==> src/rtl/psk_symbol_serializer_if.sv <==
// Sample-FIFO and serial-output signal bundle for psk_symbol_serializer.
// The slave modport is the serializer's view; master is the FIFO/driver side.
interface psk_symbol_serializer_if #(
    parameter int SAMPLE_WIDTH = 8,
    parameter int REPEAT_WIDTH = 8
);
    logic                    enable;
    logic [SAMPLE_WIDTH-1:0] sample;
    logic                    empty;
    logic [REPEAT_WIDTH-1:0] repeat_count;
    logic                    underrun_clr;
    logic                    read;
    logic                    pwm;
    logic                    symb_clk;
    logic                    busy;
    logic                    underrun;

    modport master (
        output enable, sample, empty, repeat_count, underrun_clr,
        input  read, pwm, symb_clk, busy, underrun
    );

    modport slave (
        input  enable, sample, empty, repeat_count, underrun_clr,
        output read, pwm, symb_clk, busy, underrun
    );
endinterface

==> src/rtl/psk_symbol_serializer.sv <==
// Pulls samples from a FWFT FIFO and serialises BITS_PER_SYMBOL bits of each onto
// pwm, holding each bit CLKS_PER_BIT clocks and repeating the symbol per sample.
module psk_symbol_serializer #(
    parameter int SAMPLE_WIDTH    = 8,
    parameter int CLKS_PER_BIT    = 4,
    parameter int BITS_PER_SYMBOL = 4,
    parameter int REPEAT_WIDTH    = 8,
    parameter bit MSB_FIRST       = 1'b0,
    parameter bit IDLE_LEVEL      = 1'b0
) (
    input  logic                   clk,
    input  logic                   rst,
    psk_symbol_serializer_if.slave bus
);
    localparam int CLK_CNT_W = (CLKS_PER_BIT > 1) ? $clog2(CLKS_PER_BIT) : 1;
    localparam int BIT_CNT_W = (BITS_PER_SYMBOL > 1) ? $clog2(BITS_PER_SYMBOL) : 1;
    localparam logic [CLK_CNT_W-1:0] CLK_LAST = CLK_CNT_W'(CLKS_PER_BIT - 1);
    localparam logic [BIT_CNT_W-1:0] BIT_LAST = BIT_CNT_W'(BITS_PER_SYMBOL - 1);

    // A symbol must span at least two clocks so read has dropped before the next fetch.
    generate
        if (CLKS_PER_BIT < 1 || BITS_PER_SYMBOL < 1 || BITS_PER_SYMBOL > SAMPLE_WIDTH ||
            CLKS_PER_BIT * BITS_PER_SYMBOL < 2) begin : g_bad_params
            $error("psk_symbol_serializer: illegal CLKS_PER_BIT/BITS_PER_SYMBOL combination");
        end
    endgenerate

    typedef enum logic {
        ST_IDLE = 1'b0,
        ST_RUN  = 1'b1
    } state_t;

    state_t                  state_reg, state_next;
    logic [SAMPLE_WIDTH-1:0] sample_reg, sample_next;
    logic [SAMPLE_WIDTH-1:0] shift_reg, shift_next;
    logic [SAMPLE_WIDTH-1:0] shift_adv;
    logic [REPEAT_WIDTH-1:0] target_reg, target_next;
    logic [REPEAT_WIDTH-1:0] rep_cnt_reg, rep_cnt_next;
    logic [CLK_CNT_W-1:0]    clk_cnt_reg, clk_cnt_next;
    logic [BIT_CNT_W-1:0]    bit_cnt_reg, bit_cnt_next;
    logic                    read_reg, read_next;
    logic                    symb_clk_reg, symb_clk_next;
    logic                    underrun_reg, underrun_next;
    logic                    out_bit;
    logic                    clk_last;
    logic                    bit_last;
    logic                    rep_last;
    logic                    fetch;

    // Shift one position toward the output bit, zero filling from the far end.
    genvar gi;
    generate
        for (gi = 0; gi < SAMPLE_WIDTH; gi++) begin : g_shift
            if (MSB_FIRST) begin : g_msb
                if (gi == 0) begin : g_fill
                    assign shift_adv[gi] = 1'b0;
                end else begin : g_move
                    assign shift_adv[gi] = shift_reg[gi-1];
                end
            end else begin : g_lsb
                if (gi == SAMPLE_WIDTH - 1) begin : g_fill
                    assign shift_adv[gi] = 1'b0;
                end else begin : g_move
                    assign shift_adv[gi] = shift_reg[gi+1];
                end
            end
        end

        if (MSB_FIRST) begin : g_out_msb
            assign out_bit = shift_reg[SAMPLE_WIDTH-1];
        end else begin : g_out_lsb
            assign out_bit = shift_reg[0];
        end
    endgenerate

    assign clk_last = (clk_cnt_reg == CLK_LAST);
    assign bit_last = (bit_cnt_reg == BIT_LAST);
    assign rep_last = (rep_cnt_reg >= target_reg - REPEAT_WIDTH'(1));

    always_comb begin
        state_next    = state_reg;
        sample_next   = sample_reg;
        shift_next    = shift_reg;
        target_next   = target_reg;
        rep_cnt_next  = rep_cnt_reg;
        clk_cnt_next  = clk_cnt_reg;
        bit_cnt_next  = bit_cnt_reg;
        symb_clk_next = symb_clk_reg;
        underrun_next = underrun_reg;
        read_next     = 1'b0;
        fetch         = 1'b0;

        if (bus.enable) begin
            if (bus.underrun_clr) begin
                underrun_next = 1'b0;
            end

            case (state_reg)
                ST_IDLE: begin
                    fetch = ~bus.empty;
                end
                ST_RUN: begin
                    if (!clk_last) begin
                        clk_cnt_next = clk_cnt_reg + 1'b1;
                    end else if (!bit_last) begin
                        clk_cnt_next = '0;
                        bit_cnt_next = bit_cnt_reg + 1'b1;
                        shift_next   = shift_adv;
                    end else if (!rep_last) begin
                        clk_cnt_next = '0;
                        bit_cnt_next = '0;
                        rep_cnt_next = rep_cnt_reg + 1'b1;
                        shift_next   = sample_reg;
                    end else if (!bus.empty) begin
                        fetch = 1'b1;
                    end else begin
                        // Starved at a sample boundary: flag it and drop back to idle.
                        state_next    = ST_IDLE;
                        underrun_next = 1'b1;
                        clk_cnt_next  = '0;
                        bit_cnt_next  = '0;
                        rep_cnt_next  = '0;
                    end
                end
                default: begin
                    state_next = ST_IDLE;
                end
            endcase

            if (fetch) begin
                state_next    = ST_RUN;
                sample_next   = bus.sample;
                shift_next    = bus.sample;
                target_next   = (bus.repeat_count == '0) ? REPEAT_WIDTH'(1) : bus.repeat_count;
                rep_cnt_next  = '0;
                clk_cnt_next  = '0;
                bit_cnt_next  = '0;
                symb_clk_next = ~symb_clk_reg;
                read_next     = 1'b1;
            end
        end
    end

    always_ff @(posedge clk) begin
        if (rst) begin
            state_reg    <= ST_IDLE;
            sample_reg   <= '0;
            shift_reg    <= '0;
            target_reg   <= '0;
            rep_cnt_reg  <= '0;
            clk_cnt_reg  <= '0;
            bit_cnt_reg  <= '0;
            read_reg     <= 1'b0;
            symb_clk_reg <= 1'b0;
            underrun_reg <= 1'b0;
        end else begin
            state_reg    <= state_next;
            sample_reg   <= sample_next;
            shift_reg    <= shift_next;
            target_reg   <= target_next;
            rep_cnt_reg  <= rep_cnt_next;
            clk_cnt_reg  <= clk_cnt_next;
            bit_cnt_reg  <= bit_cnt_next;
            read_reg     <= read_next;
            symb_clk_reg <= symb_clk_next;
            underrun_reg <= underrun_next;
        end
    end

    assign bus.read     = read_reg;
    assign bus.pwm      = (state_reg == ST_RUN) ? out_bit : IDLE_LEVEL;
    assign bus.symb_clk = symb_clk_reg;
    assign bus.busy     = (state_reg == ST_RUN);
    assign bus.underrun = underrun_reg;

endmodule

==> src/flat_wrapper.sv <==
// flat-port wrapper written by rule: the top's interface ports become plain ports
module psk_symbol_serializer_flat 
#(
    parameter int SAMPLE_WIDTH    = 8,
    parameter int CLKS_PER_BIT    = 4,
    parameter int BITS_PER_SYMBOL = 4,
    parameter int REPEAT_WIDTH    = 8,
    parameter bit MSB_FIRST       = 1'b0,
    parameter bit IDLE_LEVEL      = 1'b0
)
  (clk, rst, bus_enable, bus_sample, bus_empty, bus_repeat_count, bus_underrun_clr, bus_read, bus_pwm, bus_symb_clk, bus_busy, bus_underrun);
  psk_symbol_serializer_if #(.SAMPLE_WIDTH(SAMPLE_WIDTH), .REPEAT_WIDTH(REPEAT_WIDTH)) bus_i ();
  input  logic clk;
  input  logic rst;
  input wire logic [$bits(bus_i.enable)-1:0] bus_enable;
  input wire logic [$bits(bus_i.sample)-1:0] bus_sample;
  input wire logic [$bits(bus_i.empty)-1:0] bus_empty;
  input wire logic [$bits(bus_i.repeat_count)-1:0] bus_repeat_count;
  input wire logic [$bits(bus_i.underrun_clr)-1:0] bus_underrun_clr;
  output wire logic [$bits(bus_i.read)-1:0] bus_read;
  output wire logic [$bits(bus_i.pwm)-1:0] bus_pwm;
  output wire logic [$bits(bus_i.symb_clk)-1:0] bus_symb_clk;
  output wire logic [$bits(bus_i.busy)-1:0] bus_busy;
  output wire logic [$bits(bus_i.underrun)-1:0] bus_underrun;
  assign bus_i.enable = bus_enable;
  assign bus_i.sample = bus_sample;
  assign bus_i.empty = bus_empty;
  assign bus_i.repeat_count = bus_repeat_count;
  assign bus_i.underrun_clr = bus_underrun_clr;
  assign bus_read = bus_i.read;
  assign bus_pwm = bus_i.pwm;
  assign bus_symb_clk = bus_i.symb_clk;
  assign bus_busy = bus_i.busy;
  assign bus_underrun = bus_i.underrun;
  psk_symbol_serializer #(.SAMPLE_WIDTH(SAMPLE_WIDTH), .CLKS_PER_BIT(CLKS_PER_BIT), .BITS_PER_SYMBOL(BITS_PER_SYMBOL), .REPEAT_WIDTH(REPEAT_WIDTH), .MSB_FIRST(MSB_FIRST), .IDLE_LEVEL(IDLE_LEVEL)) u_core (.clk(clk), .rst(rst), .bus(bus_i));
endmodule
==> config.mk <==
export PLATFORM = sky130hd
export DESIGN_NAME = psk_symbol_serializer_flat
export DESIGN_NICKNAME = d
export VERILOG_FILES = /design/src/rtl/psk_symbol_serializer_if.sv /design/src/rtl/psk_symbol_serializer.sv /design/src/flat_wrapper.sv
export SDC_FILE = /design/constraint.sdc
export NUM_CORES = 1
export LEC_CHECK = 0
export CAP_MARGIN = 15
export CORE_MARGIN = 5
export CORE_UTILIZATION = 25
export CTS_BUF_LIST = sky130_fd_sc_hd__clkbuf_8
export CTS_CLUSTER_SIZE = 8
export DETAILED_ROUTE_END_ITERATION = 12
export DONT_BUFFER_PORTS = 1
export GPL_TIMING_DRIVEN = 1
export PLACE_DENSITY = 0.37
export SETUP_SLACK_MARGIN = 0.4
export SKIP_LAST_GASP = 1
export SLEW_MARGIN = 20
export SYNTH_ARGS = -nofsm -noshare
export SYNTH_HDL_FRONTEND = slang
export SYNTH_SLANG_ARGS = --single-unit
export TNS_END_PERCENT = 100
==> constraint.sdc <==
create_clock -name clk -period 2.35 [get_ports clk]
set_input_delay 0.47 -clock clk [delete_from_list [all_inputs] [get_ports clk]]
set_output_delay 0.47 -clock clk [all_outputs]
set_load 0.005 [all_outputs]
Word level (Yosys, flattened, before mapping):

Index checks and enable logic that the tools add are counted.

* memories: 0
* output and inout bits: 5
* bits in writable memories: 0
* latch bits: 0
* ROM bits: 0
* flip-flop bits (word level): 40

* equal/unequal tests: 6
* muxes and demuxes: 41
* bitwise gates (word level): 4
* shift-type cells: 0
* magnitude comparators: 1
* reduce and logical (&&, ||, !) cells: 10
* multiply operators: 0
* div/mod/pow operators: 0
* $add $sub $neg: 4

Operators with widths (number)
* $mux W8: 12
* $mux W2: 10
* $mux W1: 18
* $add A8 B1 Y8 const B: 1
* $ge A8 B8 Y1: 1
* $logic_not A8 Y1: 1
* $reduce_and A4 Y1: 2
* $sub A8 B1 Y8 const B: 1
* $ne A3 B3 Y1 const B: 2
* $reduce_bool A2 Y1: 3
* $ne A5 B5 Y1 const B: 1
* $reduce_and A5 Y1: 1
* $add A2 B1 Y2 const B: 2
* $eq A2 B2 Y1 const B: 2
* $ne A4 B4 Y1 const B: 1
* $not A1 Y1: 4
* $reduce_and A3 Y1: 1
* $pmux W1 S2: 1
* $reduce_and A2 Y1: 1
* $reduce_or A2 Y1: 1

Logic depth before layout (Yosys ltp):

Gate-level depths: netlist (run 1).

* depth after elaboration: 9
* depth in mapped cells: 11

Least setup slack after synthesis (run 1):

Ideal clock, no wire load.

* path kind: reg2reg
* start point: register u_core.target_reg[2]
* end point: register u_core.shift_reg[3]
* path slack: -0.038 ns
* cell stages (with the launch flop): 11
* setup time: 0.092 ns
* buffers on the path: 1
* data required time: 2.258 ns
* data arrival time: 2.296 ns
* cells stage by stage: dfxtp_1 > nor4_1 > nand2_1 > xor2_1 > ha_1 > a21oi_1 > o21a_1 > o311a_4 > buf_2 > nor3_1 > o32ai_1

* longest elaborated chain between the ends: 9
* elaborated cells between the ends (all ways): 12
* classes of those cells: 1 x add/sub; 1 x order compare; 1 x eq/ne; 6 x mux; 3 x reduce/logical

RTL lines
* start, declared: RTL line psk_symbol_serializer.sv:37 `logic [REPEAT_WIDTH-1:0] target_reg, target_next;`
* start signal, assigned: RTL line psk_symbol_serializer.sv:160 `target_reg <= target_next;`
* $sub A8 B1 Y8 *: RTL line psk_symbol_serializer.sv:78 `assign rep_last = (rep_cnt_reg >= target_reg - REPEAT_WIDTH'(1));`
* $ge A8 B8 Y1 *: RTL line psk_symbol_serializer.sv:78
* $mux W1: RTL line psk_symbol_serializer.sv:109 `end else if (!rep_last) begin`
* $mux W1: RTL line psk_symbol_serializer.sv:105 `end else if (!bit_last) begin`
* $mux W1: RTL line psk_symbol_serializer.sv:103 `if (!clk_last) begin`
* $pmux W1 S2: RTL line psk_symbol_serializer.sv:98 `case (state_reg)`
* $mux W1: RTL line psk_symbol_serializer.sv:93 `if (bus.enable) begin`
* $ne A3 B3 Y1 (no line) or $reduce_bool A2 Y1 (tied branches)
* $reduce_and A4 Y1 (no line)
* end signal, assigned: RTL line psk_symbol_serializer.sv:159 `shift_reg <= shift_next;`
* end, declared: RTL line psk_symbol_serializer.sv:35 `logic [SAMPLE_WIDTH-1:0] shift_reg, shift_next;`

Mark *: on every way between the ends. The rest lies on a longest branch, timed or not. The select of a mux whose other input is x is not followed.
A chain may end at the register's enable or synchronous reset.

Final worst setup path (run 1):

* start point: register u_core.target_reg[3]
* end point: register u_core.target_reg[2]

* longest elaborated chain between the ends: 8

RTL lines (RTL line)
* $sub A8 B1 Y8: psk_symbol_serializer.sv:78
* $ge A8 B8 Y1: psk_symbol_serializer.sv:78
* $mux W1: psk_symbol_serializer.sv:109
* $mux W1: psk_symbol_serializer.sv:105
* $mux W1: psk_symbol_serializer.sv:103
* $pmux W1 S2: psk_symbol_serializer.sv:98
* $mux W1: psk_symbol_serializer.sv:93
* $reduce_and A2 Y1 (no line)

Every way passes these cells. The select of a mux whose other input is x is not followed.

==> flow_summary.json, run 1 <==
{
  "start_util_pct": 25.6,
  "timing.slew.headroom_pct": 57.3,
  "yosys_register_bits": 40,
  "hold_violations": 0,
  "cts_sinks": 40,
  "synth_fp_nets": 317,
  "yosysUniqueCellTypes": 54,
  "antenna_left": 0,
  "place_worst_setup_slack_ns": -0.262,
  "final-seq-area_sq_um": 813,
  "dr.pass1.iters": 4,
  "synth_ff_type": "dfxtp_1",
  "clk_pin_slew_ns": 0.08,
  "fin_area_sq_mm": 0.00329,
  "multiInputGateArea_sq_mm": 0.00179,
  "end_kind": "flop",
  "drt_iter0_drc": 70,
  "cts_tree": "done",
  "dpl_cell_area_sq_mm": 0.00270,
  "synth-seq-area-share_pct": 33.9,
  "boundaryPins": 26,
  "hpwl_mm": 4.67,
  "fillers": 980,
  "synth_cells": 284,
  "maxSlewViolCount": 0,
  "rsz0062_at_grt": "true",
  "cp.arrival_ns": 2.74,
  "grt_pass1_vias": 2299,
  "worst_pin_slew_ns": 0.641,
  "wl_per_cell_um": 16.8,
  "cap_violations": 0,
  "postCtsHoldBufs": 0,
  "grt_pass1_wl_mm": 11.9,
  "clockBufferDepth": 2,
  "die_area_sq_mm": 0.0115,
  "cp.required_ns": 2.58,
  "async_reset_ff_share_pct": 0,
  "nets": 348,
  "final_common_cell": "dfxtp_1",
  "violations": "negative setup slack",
  "via_per_inst": 5.09,
  "status": "finished, violations left",
  "h-tree-depth": 2,
  "p_total_mw": 1.62,
  "clkLatencyLatePin_ns": 0.30,
  "worstSetupPathType": "reg2reg",
  "setup_violations": 35,
  "drc_errors": 0,
  "rows": 35,
  "startpoint_type": "flop",
  "fin_util_pct": 35.6,
  "power_density_mw_per_mm2": 493,
  "skew_ns": 0.00892,
  "core_area_sq_mm": 0.00924,
  "timing.final.ws_setup_ns": -0.160,
  "die_h_um": 107,
  "syn_area_per_cell_sq_um": 8.33,
  "fmaxAchievable_mhz": 398,
  "routabilityCongestion": 0.700,
  "r2r_cells": 13,
  "crit_path_max_fanout": 5,
  "ir_drop_uv": 186,
  "io_buffers": 0,
  "gr-total-overflow": 0,
  "drive_above_1_share_pct": 40.2,
  "period_share_pct": 107,
  "yosys.area.top_type": "dfxtp_1",
  "grt_max_degree": 34,
  "layout_common_cells": "dfxtp_1 (34), buf_4 (27), nand2_1 (25)",
  "vias": 2263,
  "drt_wl_total_mm": 7.46,
  "synth_edf_count": 0,
  "grtUsageTotal_pct": 12.8,
  "whs_path_depth": 1,
  "die_width_um": 107,
  "p_leak_nw": 1.14,
  "yosys-top-cells-area": "dfxtp_1 (34%), a21oi_1 (7.6%), ha_1 (6.3%), nand3_1 (4.9%), nand2_1 (4.4%)",
  "cts_inserted_buffers": 5,
  "synth_area_sq_mm": 0.00236,
  "min_period_ns": 2.51,
  "ys_warn_count": 0,
  "synth.top_cell.area_share_pct": 33.9,
  "antenna_found_initial": 0,
  "area_growth_pct": 39.2,
  "min_path_type": "in2reg",
  "antennaDiodeCount": 0,
  "clk_root_buffer_cell": "clkbuf_8"
}
## final timing paths
kind | startpoint | to | slack (ns)
setup / recovery | u_core.target_reg[3] | u_core.target_reg[2] | -0.16
hold / removal | rst | u_core.rep_cnt_reg[0] | 0.23
setup reg to reg | u_core.target_reg[3] | u_core.target_reg[2] | -0.16
hold reg to reg | u_core.clk_cnt_reg[1] | u_core.clk_cnt_reg[1] | 0.46
## logic make-up (layout without fill, tap and decap cells)
logic type | after synthesis | in the layout | share of synthesized area [%]
and+or+nand+nor | 104 | 104 | 22.9
AOI/OAI and AO/OA | 89 | 91 | 26.2
DFF | 40 | 40 | 33.9
buffers and inverters | 26 | 56 | 5.13
adders and majority gates | 12 | 12 | 6.35
muxes | 7 | 7 | 3.33
xor gates and xnor gates | 6 | 6 | 2.22
## cell type report
cell class / instances / area share [%]
Clock inverter: 2 / 0.456
Timing Repair Buffer: 40 / 12.2
Multi-Input combinational cell: 220 / 54.3
Inverter: 8 / 0.913
Tap cell: 129 / 4.90
Clock buffer: 6 / 2.51
Sequential cell: 40 / 24.7
## cell usage after synthesis, drive strengths merged, types with 2 or more instances
cell and number:
o21a 4, ha 12, xor2 3, dfxtp 40
o32ai 7, xnor2 3, nand4 5, o311ai 2
o21ai 23, a311oi 4, nand2 28, nor2 6
or2 3, nor4 2, buf 10, nor2b 3
a21oi 37, or3 5, o221ai 4, and2 2
nand3 23, mux2 7, a211o 2, nand2b 6
inv 8, nor3 14, clkbuf 8
## worst max-delay path: stages (launching register included)
cell	delay (ns)
dfxtp_4	0.37
nor4_4	0.27
buf_4	0.15
nand2_2	0.05
xor2_1	0.14
ha_1	0.31
nand4_1	0.11
buf_6	0.16
o311ai_4	0.22
buf_6	0.18
clkbuf_16	0.15
buf_4	0.11
nand3_1	0.09
a21oi_2	0.14
## metal layers
| metal | routed length [um] | vias to the layer above | track usage [%] | share of wire, % |
|---|---|---|---|---|
| li1 | - | 1123 | - | - |
| met1 | 3490 | 1098 | 17.3 | 47 |
| met2 | 3500 | 36 | 20.3 | 47 |
| met3 | 392 | 6 | 3.24 | 5.3 |
| met4 | 74 | 0 | 3.38 | 0.99 |
| met5 | 0 | - | 0 | 0 |
## per-stage QoR
stage,hold slack (ns),instances,setup TNS (ns)
3_3_place_gp,0.443,421,-5.52
5_1_grt,0.208,445,-8.94
6_report,0.232,445,-3.38
4_1_cts,0.219,435,-1.95
3_5_place_dp,0.445,421,-6.11
2_1_floorplan,0.436,284,0
## what timing repair did
| item | CTS | global route |
|---|---|---|
| resized for setup | 15 | 59 |
| cloned | 2 | 3 |
| buffers inserted | 4 | 7 |
| endpoints found under the setup margin | 38 | 39 |
| pin swaps | 6 | 34 |
| hold endpoints to repair | 0 | 0 |
## report_power, final
group	switching [mW]	internal (mW)	leakage [nW]
registers	0.0273	0.705	0.328
clock network	0.268	0.238	0.0434
logic	0.204	0.181	0.767
(Power assumes the default switching activity.)
==> run 2: changes to the inputs <==
Settings changed: PLACE_DENSITY 0.37 to default, PLACE_DENSITY_LB_ADDON from default to 0.08.
==> run 2 against run 1 <==
The flow still finishes with violations (negative setup slack). Clock power up 35%. Final cell count down 0.45%. Non-clock buffer count down 1. Largest power group unchanged.
==> flow_summary.json, run 2 (synthesis gave the netlist of run 1 again) <==
{
  "layout_common_cells": "dfxtp_1 (33), buf_4 (28), nand2_1 (26)",
  "hpwl_mm": 4.73,
  "min_period_ns": 2.53,
  "fin_util_pct": 35.0,
  "start_util_pct": 25.6,
  "drt_wl_total_mm": 7.58,
  "instances_no_fill": 443,
  "rsz0062_at_grt": "true",
  "period_share_pct": 108,
  "area_growth_pct": 36.6,
  "via_per_inst": 5.09,
  "h-tree-depth": 2,
  "end_kind": "flop",
  "grtUsageTotal_pct": 13.0,
  "violations": "negative setup slack",
  "crit_path_max_fanout": 6,
  "dr.pass1.iters": 4,
  "cap_violations": 0,
  "final_common_cell": "dfxtp_1",
  "drive_above_1_share_pct": 36.9,
  "maxSlewViolCount": 0,
  "grt_pass1_wl_mm": 11.9,
  "cp.arrival_ns": 2.75,
  "clk_root_buffer_cell": "clkbuf_8",
  "drc_errors": 0,
  "cts_inserted_buffers": 5,
  "rows": 35,
  "tns_ns": -3.91,
  "nets": 347,
  "wl_per_cell_um": 17.1,
  "hold_violations": 0,
  "die_width_um": 107,
  "cp.required_ns": 2.57,
  "die_area_sq_mm": 0.0115,
  "place_worst_setup_slack_ns": -0.280,
  "antennaDiodeCount": 0,
  "timing.final.ws_setup_ns": -0.185,
  "gr-total-overflow": 0,
  "ir_drop_uv": 198,
  "antenna_found_initial": 0,
  "drt_iter0_drc": 54,
  "status": "finished, violations left",
  "die_h_um": 107,
  "worstSetupPathType": "reg2reg",
  "setup_violations": 35,
  "clockBufferDepth": 2,
  "clkLatencyLatePin_ns": 0.30,
  "antenna_left": 0,
  "vias": 2256,
  "core_area_sq_mm": 0.00924,
  "p_leak_nw": 1.15,
  "fmaxAchievable_mhz": 395,
  "power_density_mw_per_mm2": 553,
  "timing.slew.headroom_pct": 53.4,
  "startpoint_type": "flop",
  "cts_sinks": 40,
  "p_total_mw": 1.79,
  "placed_cells": 421,
  "clk_pin_slew_ns": 0.09,
  "skew_ns": 0.00944,
  "cts_tree": "done",
  "boundaryPins": 26,
  "grt_pass1_vias": 2193,
  "postCtsHoldBufs": 0,
  "routabilityCongestion": 0.693,
  "grt_max_degree": 34,
  "min_path_type": "in2reg",
  "worst_pin_slew_ns": 0.699,
  "io_buffers": 0
}
==> run 2: changes by cell type in the layout (fill, tap and decap cells not counted), sizes merged <==
cell	change
buf	-1
bufinv	+2
clkbuf	-1
clkinvlp	-2
==> run 2: path summary, 6_finish.rpt <==
| check | endpoint | cells past startpoint | slack, ns | from |
|---|---|---|---|---|
| worst min register to register | u_core.bit_cnt_reg[1] | 2 | 0.46 | u_core.bit_cnt_reg[1] |
| worst max register to register | u_core.shift_reg[2] | 11 | -0.18 | u_core.target_reg[5] |
| worst min-delay path | u_core.rep_cnt_reg[0] | 1 | 0.23 | rst |
| worst max-delay path | u_core.shift_reg[2] | 11 | -0.18 | u_core.target_reg[5] |
==> run 2: power breakdown <==
part	switching, mW	total [mW]	internal [mW]
Sequential	0.0262	0.731	0.705
Clock	0.265	0.683	0.419
Combinational	0.198	0.372	0.174
==> run 2: cell type report <==
type / instances / area (sq um)
Multi-Input combinational cell: 220 / 1710
Clock inverter: 2 / 60.1
Inverter: 8 / 30.0
Timing Repair Buffer: 39 / 388
Clock buffer: 5 / 68.8
Sequential cell: 40 / 812
Tap cell: 129 / 161
Fill cell: 978 / 6010
==> run 2: worst max-delay path, stage by stage, from the launching register on <==
cell and delay (ns):
dfxtp_2 0.34, nor4_4 0.28, nand2_1 0.12, xor2_1 0.17, ha_1 0.33, nand4_1 0.14
buf_6 0.16, o311ai_4 0.28, buf_12 0.16, clkbuf_16 0.15, a21oi_2 0.05, o32ai_2 0.25
==> run 2: per-layer routing <==
| layer | wire [um] | global-route usage (%) |
|---|---|---|
| met1 | 3670 | 17.8 |
| met2 | 3370 | 20.0 |
| met3 | 401 | 3.78 |
| met4 | 138 | 3.29 |
| met5 | 0 | 0 |
==> run 2: metrics by stage <==
| stage | hold WS [ns] | cell area, sq um |
|---|---|---|
| 6_report | 0.231 | 3230 |
| 5_1_grt | 0.213 | 3230 |
| 4_1_cts | 0.219 | 3010 |
| 3_5_place_dp | 0.446 | 2700 |
| 3_3_place_gp | 0.442 | 2700 |
| 2_1_floorplan | 0.436 | 2420 |
==> run 2: repair_timing <==
item / in CTS / in global routing
resized for setup: 28 / 30
setup endpoints to repair: 38 / 39
buffers inserted: 8 / 3
gates cloned: 2 / 2
pin swaps: 13 / 23
